===== src/rtl/h2f_mailbox_slave.sv =====
// h2f_mailbox_slave: Avalon-MM register window with a TX and an RX 32-bit mailbox FIFO
module h2f_mailbox_slave #(
  parameter int DEPTH = 16,
  parameter logic [31:0] ID_VALUE = 32'hC5B0_0001
) (
  input  logic        clk,
  input  logic        reset,
  input  logic [2:0]  avs_address,
  input  logic        avs_read,
  input  logic        avs_write,
  input  logic [31:0] avs_writedata,
  input  logic [3:0]  avs_byteenable,
  output logic [31:0] avs_readdata,
  output logic        avs_readdatavalid,
  output logic [31:0] tx_data,
  output logic        tx_valid,
  input  logic        tx_ready,
  input  logic [31:0] rx_data,
  input  logic        rx_valid,
  output logic        rx_ready
);
  localparam int AW = $clog2(DEPTH);
  localparam int LW = AW + 1;
  logic [31:0] tx_mem [DEPTH];
  logic [31:0] rx_mem [DEPTH];
  logic [AW-1:0] tx_wp, tx_rp, rx_wp, rx_rp;
  logic [LW-1:0] tx_level, rx_level, tx_level_nx, rx_level_nx;
  logic [31:0] scratch, rd_mux, be_mask, status;
  logic tx_ovf, rx_unf, rd, tx_full, tx_empty, rx_full, rx_empty;
  logic tx_flush, rx_flush, clr, tx_wr, tx_push, tx_pop, rx_push, rx_pop, rx_pop_req;
  always_comb begin
    rd = avs_read && !avs_write;
    tx_full = tx_level == LW'(DEPTH);
    tx_empty = tx_level == '0;
    rx_full = rx_level == LW'(DEPTH);
    rx_empty = rx_level == '0;
    tx_flush = avs_write && avs_address == 3'd5 && avs_writedata[0];
    rx_flush = avs_write && avs_address == 3'd5 && avs_writedata[1];
    clr = avs_write && avs_address == 3'd5 && avs_writedata[2];
    tx_wr = avs_write && avs_address == 3'd2;
    tx_push = tx_wr && !tx_full;
    tx_pop = !tx_empty && tx_ready;
    rx_push = rx_valid && rx_ready;
    rx_pop_req = rd && avs_address == 3'd3;
    rx_pop = rx_pop_req && !rx_empty;
    tx_level_nx = tx_flush ? '0 : tx_level + LW'(tx_push) - LW'(tx_pop);
    rx_level_nx = rx_flush ? '0 : rx_level + LW'(rx_push) - LW'(rx_pop);
    tx_valid = !tx_empty;
    tx_data = tx_valid ? tx_mem[tx_rp] : '0;
    be_mask = {{8{avs_byteenable[3]}}, {8{avs_byteenable[2]}}, {8{avs_byteenable[1]}}, {8{avs_byteenable[0]}}};
    status = {10'd0, rx_unf, tx_ovf, rx_empty, rx_full, tx_empty, tx_full, 8'(rx_level), 8'(tx_level)};
    rd_mux = avs_address == 3'd0 ? ID_VALUE :
             avs_address == 3'd1 ? scratch :
             avs_address == 3'd3 ? (rx_empty ? '0 : rx_mem[rx_rp]) :
             avs_address == 3'd4 ? status : '0;
  end
  always_ff @(posedge clk) begin
    if (tx_push) tx_mem[tx_wp] <= avs_writedata;
    if (rx_push) rx_mem[rx_wp] <= rx_data;
  end
  always_ff @(posedge clk or posedge reset) begin
    if (reset) begin
      tx_wp <= '0;
      tx_rp <= '0;
      rx_wp <= '0;
      rx_rp <= '0;
      tx_level <= '0;
      rx_level <= '0;
      rx_ready <= 1'b0;
      tx_ovf <= 1'b0;
      rx_unf <= 1'b0;
      scratch <= '0;
      avs_readdata <= '0;
      avs_readdatavalid <= 1'b0;
    end else begin
      tx_level <= tx_level_nx;
      rx_level <= rx_level_nx;
      tx_wp <= tx_flush ? '0 : tx_wp + AW'(tx_push);
      tx_rp <= tx_flush ? '0 : tx_rp + AW'(tx_pop);
      rx_wp <= rx_flush ? '0 : rx_wp + AW'(rx_push);
      rx_rp <= rx_flush ? '0 : rx_rp + AW'(rx_pop);
      rx_ready <= rx_level_nx < LW'(DEPTH);
      tx_ovf <= (tx_ovf && !clr) || (tx_wr && tx_full);
      rx_unf <= (rx_unf && !clr) || (rx_pop_req && rx_empty);
      if (avs_write && avs_address == 3'd1) scratch <= (scratch & ~be_mask) | (avs_writedata & be_mask);
      avs_readdatavalid <= rd;
      if (rd) avs_readdata <= rd_mux;
    end
  end
endmodule


===== config.mk =====
export PLATFORM = sky130hd
export DESIGN_NAME = h2f_mailbox_slave
export DESIGN_NICKNAME = d
export VERILOG_FILES = /design/src/rtl/h2f_mailbox_slave.sv
export SDC_FILE = /design/constraint.sdc
export NUM_CORES = 1
export LEC_CHECK = 0
export CAP_MARGIN = 30
export CORE_MARGIN = 2
export CORE_UTILIZATION = 65
export CTS_BUF_LIST = sky130_fd_sc_hd__clkbuf_16
export CTS_CLUSTER_SIZE = 12
export DETAILED_ROUTE_END_ITERATION = 7
export PLACE_DENSITY = 0.85
export REMOVE_ABC_BUFFERS = 1
export SYNTH_ARGS = -nofsm -noshare
export SYNTH_HDL_FRONTEND = slang
export SYNTH_SLANG_ARGS = --single-unit
export TNS_END_PERCENT = 10

===== constraint.sdc =====
create_clock -name clk -period 11 [get_ports clk]
set_input_delay 1.1 -clock clk [delete_from_list [all_inputs] [get_ports clk]]
set_output_delay 1.1 -clock clk [all_outputs]
set_load 0.02 [all_outputs]

Word-level counts from Yosys, hierarchy flattened
Memories as Yosys holds them, arrays and structs flattened.
Index checks and enable logic that the tools add are counted.
- input port bits: 77
- register bits after elaboration: 94
- memories: 2
- bits in writable memories: 1024
- output and inout port bits: 67
- bitwise gates (word level): 4
- add/subtract/negate cells: 8
- order comparisons: 1
- muxes and demuxes: 16
- reductions and logical operators: 26
- equality and inequality tests: 7
- memory list (memory ; words ; bits a word ; rd ports ; clocked after memory_dff ; wr ports ; line ; RTL):
    rx_mem ; 16 ; 32 ; 1 ; 0 ; 1 ; 25 ; logic [31:0] rx_mem [DEPTH];
    tx_mem ; 16 ; 32 ; 1 ; 0 ; 1 ; 24 ; logic [31:0] tx_mem [DEPTH];
- operators with widths (kind ; number):
    two-way mux 32 bit ; 5
    bitwise AND 32 bit ; 2
    inverter 32 bit ; 1
    OR 32 bit ; 1
    two-way mux 22 bit ; 1
    adder 4 x 1 -> 4 bit ; 4
    logical AND 1 bit ; 16
    two-way mux 4 bit ; 4
    adder 5 x 1 -> 5 bit ; 2
    == test 5 bit (second input constant) ; 2
    zero test 5 bit ; 2
    two-way mux 5 bit ; 2
    subtractor 5 x 1 -> 5 bit ; 2
    == test 3 x 2 -> 1 bit (second input constant) ; 2
    == test 3 bit (second input constant) ; 2
    zero test 1 bit ; 5
    less-than comparator 5 bit (second input constant) ; 1
    two-way mux 1 bit ; 4
    == test 3 x 1 -> 1 bit (second input constant) ; 1
    zero test 3 bit ; 1
    logical OR 1 bit ; 2

Longest topological paths before layout
Gate-level depths: netlist of run 1.
- word-level depth: 7
- mapped depth: 14

Least setup slack after synthesis of run 1
No wires, ideal clock.
- path kind: input -> register
- from: in avs_address[1]
- to: mem tx_mem[0][0], enable pin
- buffers on the path: 1
- stages: 5
- required time: 10.539 ns
- data arrival time: 4.519 ns
- slack: 6.020 ns
- cells stage by stage: buf_2 > nor4bb_1 > and2b_1 > or3b_2 > nor3_1
- longest elaborated chain between the ends: 5
- RTL lines (element ; line ; RTL):
    from (decl) ; 8 ; input logic [2:0] avs_address,
    == test 3 x 2 -> 1 bit ; 40 ; tx_wr = avs_write && avs_address == 3'd2;
    logical AND 1 bit ; 40 ;
    logical AND 1 bit ; 41 ; tx_push = tx_wr && !tx_full;
    two-way mux 1 bit ; 58 ; if (tx_push) tx_mem[tx_wp] <= avs_writedata;
    two-way mux 1 bit (not written as such) ; 58 ;
    to (decl) ; 24 ;
Every way passes these cells.

Worst setup path in the final report of run 1
- from: reg tx_rp[1]
- to: out tx_data[30]
- longest elaborated chain between the ends: 2
- RTL lines (element ; line ; RTL):
    from (decl) ; 26 ; logic [AW-1:0] tx_wp, tx_rp, rx_wp, rx_rp;
    from (signal assigned) ; 79 ; tx_rp <= tx_flush ? '0 : tx_rp + AW'(tx_pop);
    memory (16 x 32 bit) ; - ;
    two-way mux 32 bit ; 49 ; tx_data = tx_valid ? tx_mem[tx_rp] : '0;
    to (decl) ; 15 ; output logic [31:0] tx_data,
Every way passes these cells.

==> results of run 1 <==
## Yosys cell counts, types with 3 or more instances
cell       number  area share, %
and2_1         11           0.16
nor2_1         47           0.41
or4_1           6           0.10
a21oi_1         8          0.092
buf_2          43           0.50
nor4bb_1        3          0.069
mux2i_1       150            3.5
mux4_2        193             10
nand2b_1       10           0.14
buf_1          10          0.087
xnor2_1         8           0.16
xor2_1          6           0.12
o211ai_1       31           0.54
a211oi_1        4          0.069
a222oi_1       11           0.25
o2111ai_1       4          0.081
nand2_1        27           0.23
edfxtp_1     1024             71
nor2b_1        23           0.33
dfrtp_1        94            5.4
a22oi_1        46           0.80
clkbuf_1       53           0.46
o22ai_1        41           0.59
o21ai_0        12           0.14
nand3_1        11           0.13
nor3_1         16           0.18
ha_1           20           0.58
a22o_1         12           0.24
o21ai_1        11           0.13
mux4_1         21            1.3
inv_1          18           0.16
mux2_2         54            1.4
## routing by layer
layer	part of all wire [%]	global-route usage (%)	up-vias	wire (µm)
met5	0.057	0	-	59
met4	4.6	13.2	10	4810
met3	9.7	6.03	330	10100
met2	51	50.3	1521	52800
met1	35	39.8	11600	36400
li1	-	-	8953	-
## power by group through the flow
stage / Combinational [mW] / Sequential, mW / Clock [mW]
finish: 2.86 / 5.18 / 3.37
detailed placement: 2.81 / 5.25 / 0
global placement: 2.70 / 5.23 / 0
CTS: 2.88 / 5.17 / 3.39
floorplan: 1.92 / 5.42 / 0
global route: 3.03 / 5.20 / 3.54
## through the flow
stage	hold WS (ns)	cell area (µm²)	total power [mW]	util, %	worst slack, ns
4_1_cts	0.491	49200	11.4	74.8	5.91
3_5_place_dp	0.479	46100	8.06	70.0	6.19
2_1_floorplan	0.447	42900	7.34	-	3.82
6_report	0.499	49300	11.4	74.8	5.83
3_3_place_gp	0.467	46000	7.94	69.9	6.37
5_1_grt	0.529	49300	11.8	74.8	5.81
## cell type report
cell class | instances | area, µm² | area share [%]
sequential | 1118 | 33100 | 67.2
timing repair buffer | 196 | 1880 | 3.81
clock buffer | 109 | 2730 | 5.54
tap | 864 | 1080 | 2.19
multi-input combinational | 815 | 9920 | 20.1
inverter | 19 | 73.8 | 0.150
antenna | 6 | 15.0 | 0.0305
clock inverter | 78 | 442 | 0.897
## layout by cell type, fill, tap and decap left out, types with 20 or more instances in the layout
master           instances
clkbuf_16              109
nor2b_1                 22
mux4_1                  21
o211ai_1                31
clkdlybuf4s50_1        143
dfrtp_1                 88
ha_1                    20
nor2_4                  24
mux2i_1                150
a22oi_1                 46
mux4_2                 193
o22ai_1                 41
mux2_2                  54
nand2_1                 27
nor2_1                  22
inv_1                   71
buf_4                   49
edfxtp_1              1024
## sequential cells by signal (all words and copies together), names as in the netlist, named ones only
name / flops
rx_unf: 1
rx_rp: 4
tx_rp: 4
tx_ovf: 1
rx_wp: 4
avs_readdatavalid: 1
rx_ready: 1
tx_wp: 4
rx_mem: 512
tx_level: 5
tx_mem: 512
rx_level: 5
avs_readdata: 32
## logic make-up after synthesis
logic type,after synthesis,synth area share [%]
xor gates and xnor gates,14,0.283
muxes,418,16.2
and+or+nand+nor,170,2.08
AOI/OAI and AO/OA,191,3.14
buffers and inverters,130,1.34
adders and majority gates,22,0.669
DFF,1118,76.3
## worst reg2reg max path, cell delays in order (launching register included)
cell and delay (ns):
dfrtp_4 0.83, buf_4 0.87, buf_4 0.79, mux4_2 0.65
o211ai_1 0.23, o211ai_1 0.15
## final timing paths
check	startpoint	endpoint	slack, ns	cells after the start
min	rx_unf$_DFF_PP0_	rx_unf$_DFF_PP0_	0.50	2
max reg2reg	rx_rp[1]$_DFF_PP0_	avs_readdata[4]$_DFFE_PP0P_	7.35	5
max	tx_rp[1]$_DFF_PP0_	tx_data[30]	5.83	6
min reg2reg	rx_unf$_DFF_PP0_	rx_unf$_DFF_PP0_	0.50	2
min in group asynchronous	reset	asynchronous set/reset pin	0.83	2
max in group asynchronous	reset	tx_rp[0]$_DFF_PP0_	8.80	3
==> reports/metrics.cfg, run 1 <==
[worst_setup_path]
end_kind = output pin
crit_family = buffers and inverters
path_cells = buf_4 > buf_16 > mux4_2 > mux2i_1 > o22ai_1 > clkdlybuf4s50_1
crit_buf_inv = 3
cp.required_ns = 9.90
timing.critical_path.slowest_stage_cell = dfrtp_4
max_stage_delay_ns = 0.92
arrival_ns = 4.07
cp_max_fo = 60
cp-start-kind = flip-flop
path_class = reg2out

[pwr]
switching_power_mw = 3.28
powerDensity_mw_per_mm2 = 232
combPwrFrac_pct = 25.1
power.internal_mw = 8.13
power_frac_seq_pct = 45.4
p_leak_nw = 16.0
ir_worst_vdd_uv = 255
switching_share_pct = 28.8
clkPwrFrac_pct = 29.5

[cts]
clk_latency_ns = 0.67
clock_path_buffers = 3
htreeDepth = 3
cts_tree = yes
postCtsHoldBufs = 0
post_cts_resized = 0
cts_post_setup_buffers_inserted = 0
cts_buffers = 108
clk_pin_slew_ns = 0.06
cts-root-buf = clkbuf_16
numClockSinks = 1118

[sta]
clock.fmax_mhz = 193
fin_crit_ns = 5.17
grt_setup_unrepaired = false
hold_violations = 0
setup_viol = 0
relSlewSlack_pct = 30.8
tightestPinTransition_ns = 1.04
clock_skew_ns = 0.0304
drv_slew = 0
setup-tns-final_ns = 0
post-route-period-util_pct = 47.0

[global_route]
grt_use_total_pct = 30.3
first_global_vias = 23200
grt_pass1_wl_um = 152000
antenna_found_initial = 10
grt_max_degree = 117
grt.overflow.total = 0

[floorplanning]
core_area_mm2 = 0.0659
rows = 94
io_pins = 144
dieArea_mm2 = 0.0688
die_y_um = 262
start_util_pct = 65.8
die_x_um = 262

[placement]
io_buffers = 143
place_congestion = 0.821
hpwl_um = 56000
place_inst = 3012

[logic_synthesis]
yosysSeqAreaShare_pct = 76.3
async_reset_ff_share_pct = 8.41
synth-main-ff-cell = edfxtp_1
synth_area_per_cell_um2 = 21.0
synth_edf_count = 1024
yosysWarningCount = 0
syn_inst = 2063
synth_cell_type_count = 58
ys_seq_elements = 1118
syn_area_mm2 = 0.0434

[finish]
final_nets = 2357
drive_gt1_share_pct = 20.1
finalNonFillerCells = 3205
syn2layout_area_growth_pct = 13.6
fillers = 3420

[routing]
drc = 0
vias = 22400
dr.first_iter.drc_count = 2711
viasPerCell = 7.00
ant_nets = 0
wire_per_inst_um = 32.5
drtPass1Iterations = 5
drt_wl_total_um = 104000

[min_path]
worst_hold_path_type = reg2reg

[run]
max_cap_violations = 0

[run_status]
outcome = completed

Power figures use the tool's default switching activity.
==> inputs of run 2 (changes only) <==
--- a/config.mk
+++ b/config.mk
@@ -7,11 +7,11 @@
 export LEC_CHECK = 0
 export CAP_MARGIN = 30
 export CORE_MARGIN = 2
-export CORE_UTILIZATION = 65
+export CORE_UTILIZATION = 61
 export CTS_BUF_LIST = sky130_fd_sc_hd__clkbuf_16
 export CTS_CLUSTER_SIZE = 12
 export DETAILED_ROUTE_END_ITERATION = 7
-export PLACE_DENSITY = 0.85
+export PLACE_DENSITY = 0.8
 export REMOVE_ABC_BUFFERS = 1
 export SYNTH_ARGS = -nofsm -noshare
 export SYNTH_HDL_FRONTEND = slang
==> constraint.sdc (replaced) <==
create_clock -name clk -period 5.4 [get_ports clk]
set_input_delay 0.54 -clock clk [delete_from_list [all_inputs] [get_ports clk]]
set_output_delay 0.54 -clock clk [all_outputs]
set_load 0.02 [all_outputs]
==> run 2 against run 1 <==
Effect of this change:
- die area up 6.5%
- clock skew decreased by 0.0065 ns
- via count shrank 2.0%
- sequential power rose by 100%
- sequential share of layout area fell by 0.67 points
- global-route usage is 2.3 points lower
- largest power group unchanged
- power is 100% higher
- register-to-register slack got worse by 5.3 ns
- design area up 1.0%
- critical path type unchanged
- first-iteration DRC count fell by 8.3%
- sequential cell count unchanged
==> reports/metrics.cfg, run 2 (synthesis gave the netlist of run 1 again) <==
[run_status]
outcome = completed

[floorplanning]
start_util_pct = 61.8  ; -4.0 points
rows = 97  ; +3.2%
io_pins = 144  ; unchanged
core_area_mm2 = 0.0701  ; +6.5%
die_x_um = 271  ; +3.2%
dieArea_mm2 = 0.0732  ; +6.5%
die_y_um = 271  ; +3.2%

[worst_setup_path]
arrival_ns = 3.73  ; -0.34 ns
timing.critical_path.slowest_stage_cell = nand2b_2
cp.required_ns = 4.86  ; -5.04 ns
crit_family = simple AND/OR/NAND/NOR gates
reg2reg_from = tx_level[3]$_DFF_PP0_
end_kind = output pin
cp_max_fo = 32  ; -47%
path_cells = inv_1 > ha_1 > or4b_2 > nand2b_2 > o22ai_1 > clkdlybuf4s50_1
max_stage_delay_ns = 0.77  ; -0.15 ns
cp-start-kind = flip-flop
crit_start = tx_level[3]$_DFF_PP0_
path_class = reg2out
crit_buf_inv = 2  ; -1

[finish]
drive_gt1_share_pct = 20.6  ; +0.49 points
final_cell_mix = edfxtp_1, mux4_2, mux2i_1
mostFrequentLayoutCell = edfxtp_1
final_nets = 2371  ; +0.59%
finalNonFillerCells = 3293  ; +2.7%
final_core_util_pct = 70.9  ; -3.9 points
reg.largest.list = rx_mem: 512 flops, tx_mem: 512 flops, avs_readdata: 32 flops
syn2layout_area_growth_pct = 14.7

[routing]
wire_per_inst_um = 30.9  ; -5.1%
ant_nets = 0  ; unchanged
viasPerCell = 6.67  ; -4.6%
drt_wl_total_um = 102000  ; -2.5%
vias = 22000  ; -2.0%
drtPass1Iterations = 5  ; unchanged
dr.first_iter.drc_count = 2487  ; -8.3%
drc = 0  ; unchanged

[cts]
cts_tree = yes
htreeDepth = 3  ; unchanged
postCtsHoldBufs = 0  ; unchanged
post_cts_resized = 0  ; unchanged
clk_pin_slew_ns = 0.06  ; about the same
clock_path_buffers = 3  ; unchanged
cts-root-buf = clkbuf_16
cts_buffers = 108  ; unchanged
clk_latency_ns = 0.67  ; about the same
numClockSinks = 1118  ; unchanged
cts_post_setup_buffers_inserted = 0  ; unchanged

[global_route]
antenna_found_initial = 5  ; -5
first_global_vias = 22600  ; -2.5%
grt_use_total_pct = 28.0  ; -2.3 points
grt_max_degree = 89  ; -24%
grt.overflow.total = 0  ; unchanged
grt_pass1_wl_um = 149000  ; -2.4%

[sta]
grt_setup_unrepaired = false
clock_skew_ns = 0.0239  ; -0.00649 ns
setup-tns-final_ns = 0  ; unchanged
relSlewSlack_pct = 30.3  ; -0.50 points
clock.fmax_mhz = 234
drv_slew = 0  ; unchanged
post-route-period-util_pct = 79.1
fin_crit_ns = 4.27
setup_viol = 0  ; unchanged
whs_ns = 0.322  ; -0.178 ns
hold_violations = 0  ; unchanged
tightestPinTransition_ns = 1.04  ; +0.00616 ns

[placement]
place_inst = 3100  ; +2.9%
place_congestion = 0.828  ; +0.90%
io_buffers = 143  ; unchanged
hpwl_um = 59000  ; +5.3%

[pwr]
p_leak_nw = 16.2  ; +0.98%
ir_worst_vdd_uv = 443  ; +74%
powerDensity_mw_per_mm2 = 465  ; +100%

[min_path]
worst_hold_path_type = in2async

[run]
max_cap_violations = 0  ; unchanged

[run 2: final cells by class]
type	instances	area, µm²
flip-flops and latches	1118	33100
fillers	4030	20400
multi-input cells	815	9930
clock buffers	109	2730
repair buffers	210	2300
well taps	940	1180
clock inverters	81	424
inverters	19	73.8
diodes	1	2.50
[run 2: worst register-to-register path, stage by stage, from the launching register on]
cell      delay [ns]
dfrtp_1         0.41
inv_1           0.11
ha_1            0.15
or4b_2          0.71
and2_1          0.27
ha_1            0.29
inv_1           0.07
ha_1            0.17
inv_1           0.06
fa_1            0.42
nor2b_1         0.17
o21bai_1        0.11
nand3_1         0.08
nor3b_1         0.20
[run 2: layer usage]
| layer | routed length [µm] | share of wire (%) | global-route usage (%) | vias to the layer above |
|---|---|---|---|---|
| met5 | 45 | 0.044 | 0 | - |
| met4 | 3610 | 3.5 | 10.1 | 8 |
| met3 | 9530 | 9.4 | 6.11 | 259 |
| met2 | 52000 | 51 | 47.1 | 1224 |
| met1 | 36400 | 36 | 36.4 | 11500 |
| li1 | - | - | - | 8983 |
[run 2: where the power goes]
part / leakage [nW] / internal, mW / switching (mW)
combinational: 4.04 / 2.84 / 2.91
sequential: 10.4 / 9.93 / 0.691
clock: 1.75 / 3.68 / 3.09
total: 16.2 / 16.5 / 6.69
[run 2: metrics by stage]
step | total power, mW | worst slack, ns | area, µm²
after floorplan | 15.0 | -1.22 | 42900
after global placement | 16.3 | 1.43 | 46100
after detailed placement | 16.5 | 1.42 | 46500
after CTS | 23.2 | 0.873 | 49700
after global routing | 23.9 | 1.03 | 49800
final | 23.1 | 1.13 | 49800
[run 2: path summary, 6_finish.rpt]
path,end,slack [ns],depth (start not counted)
setup / recovery,tx_data[16],1.13,6
hold / removal,asynchronous set/reset pin,0.32,2
setup reg to reg,tx_level[4]$_DFF_PP0_,2.09,13
hold reg to reg,flip-flop,0.51,1
max in group asynchronous,rx_rp[1]$_DFF_PP0_,4.12,3
min in group clk,flip-flop,0.51,1
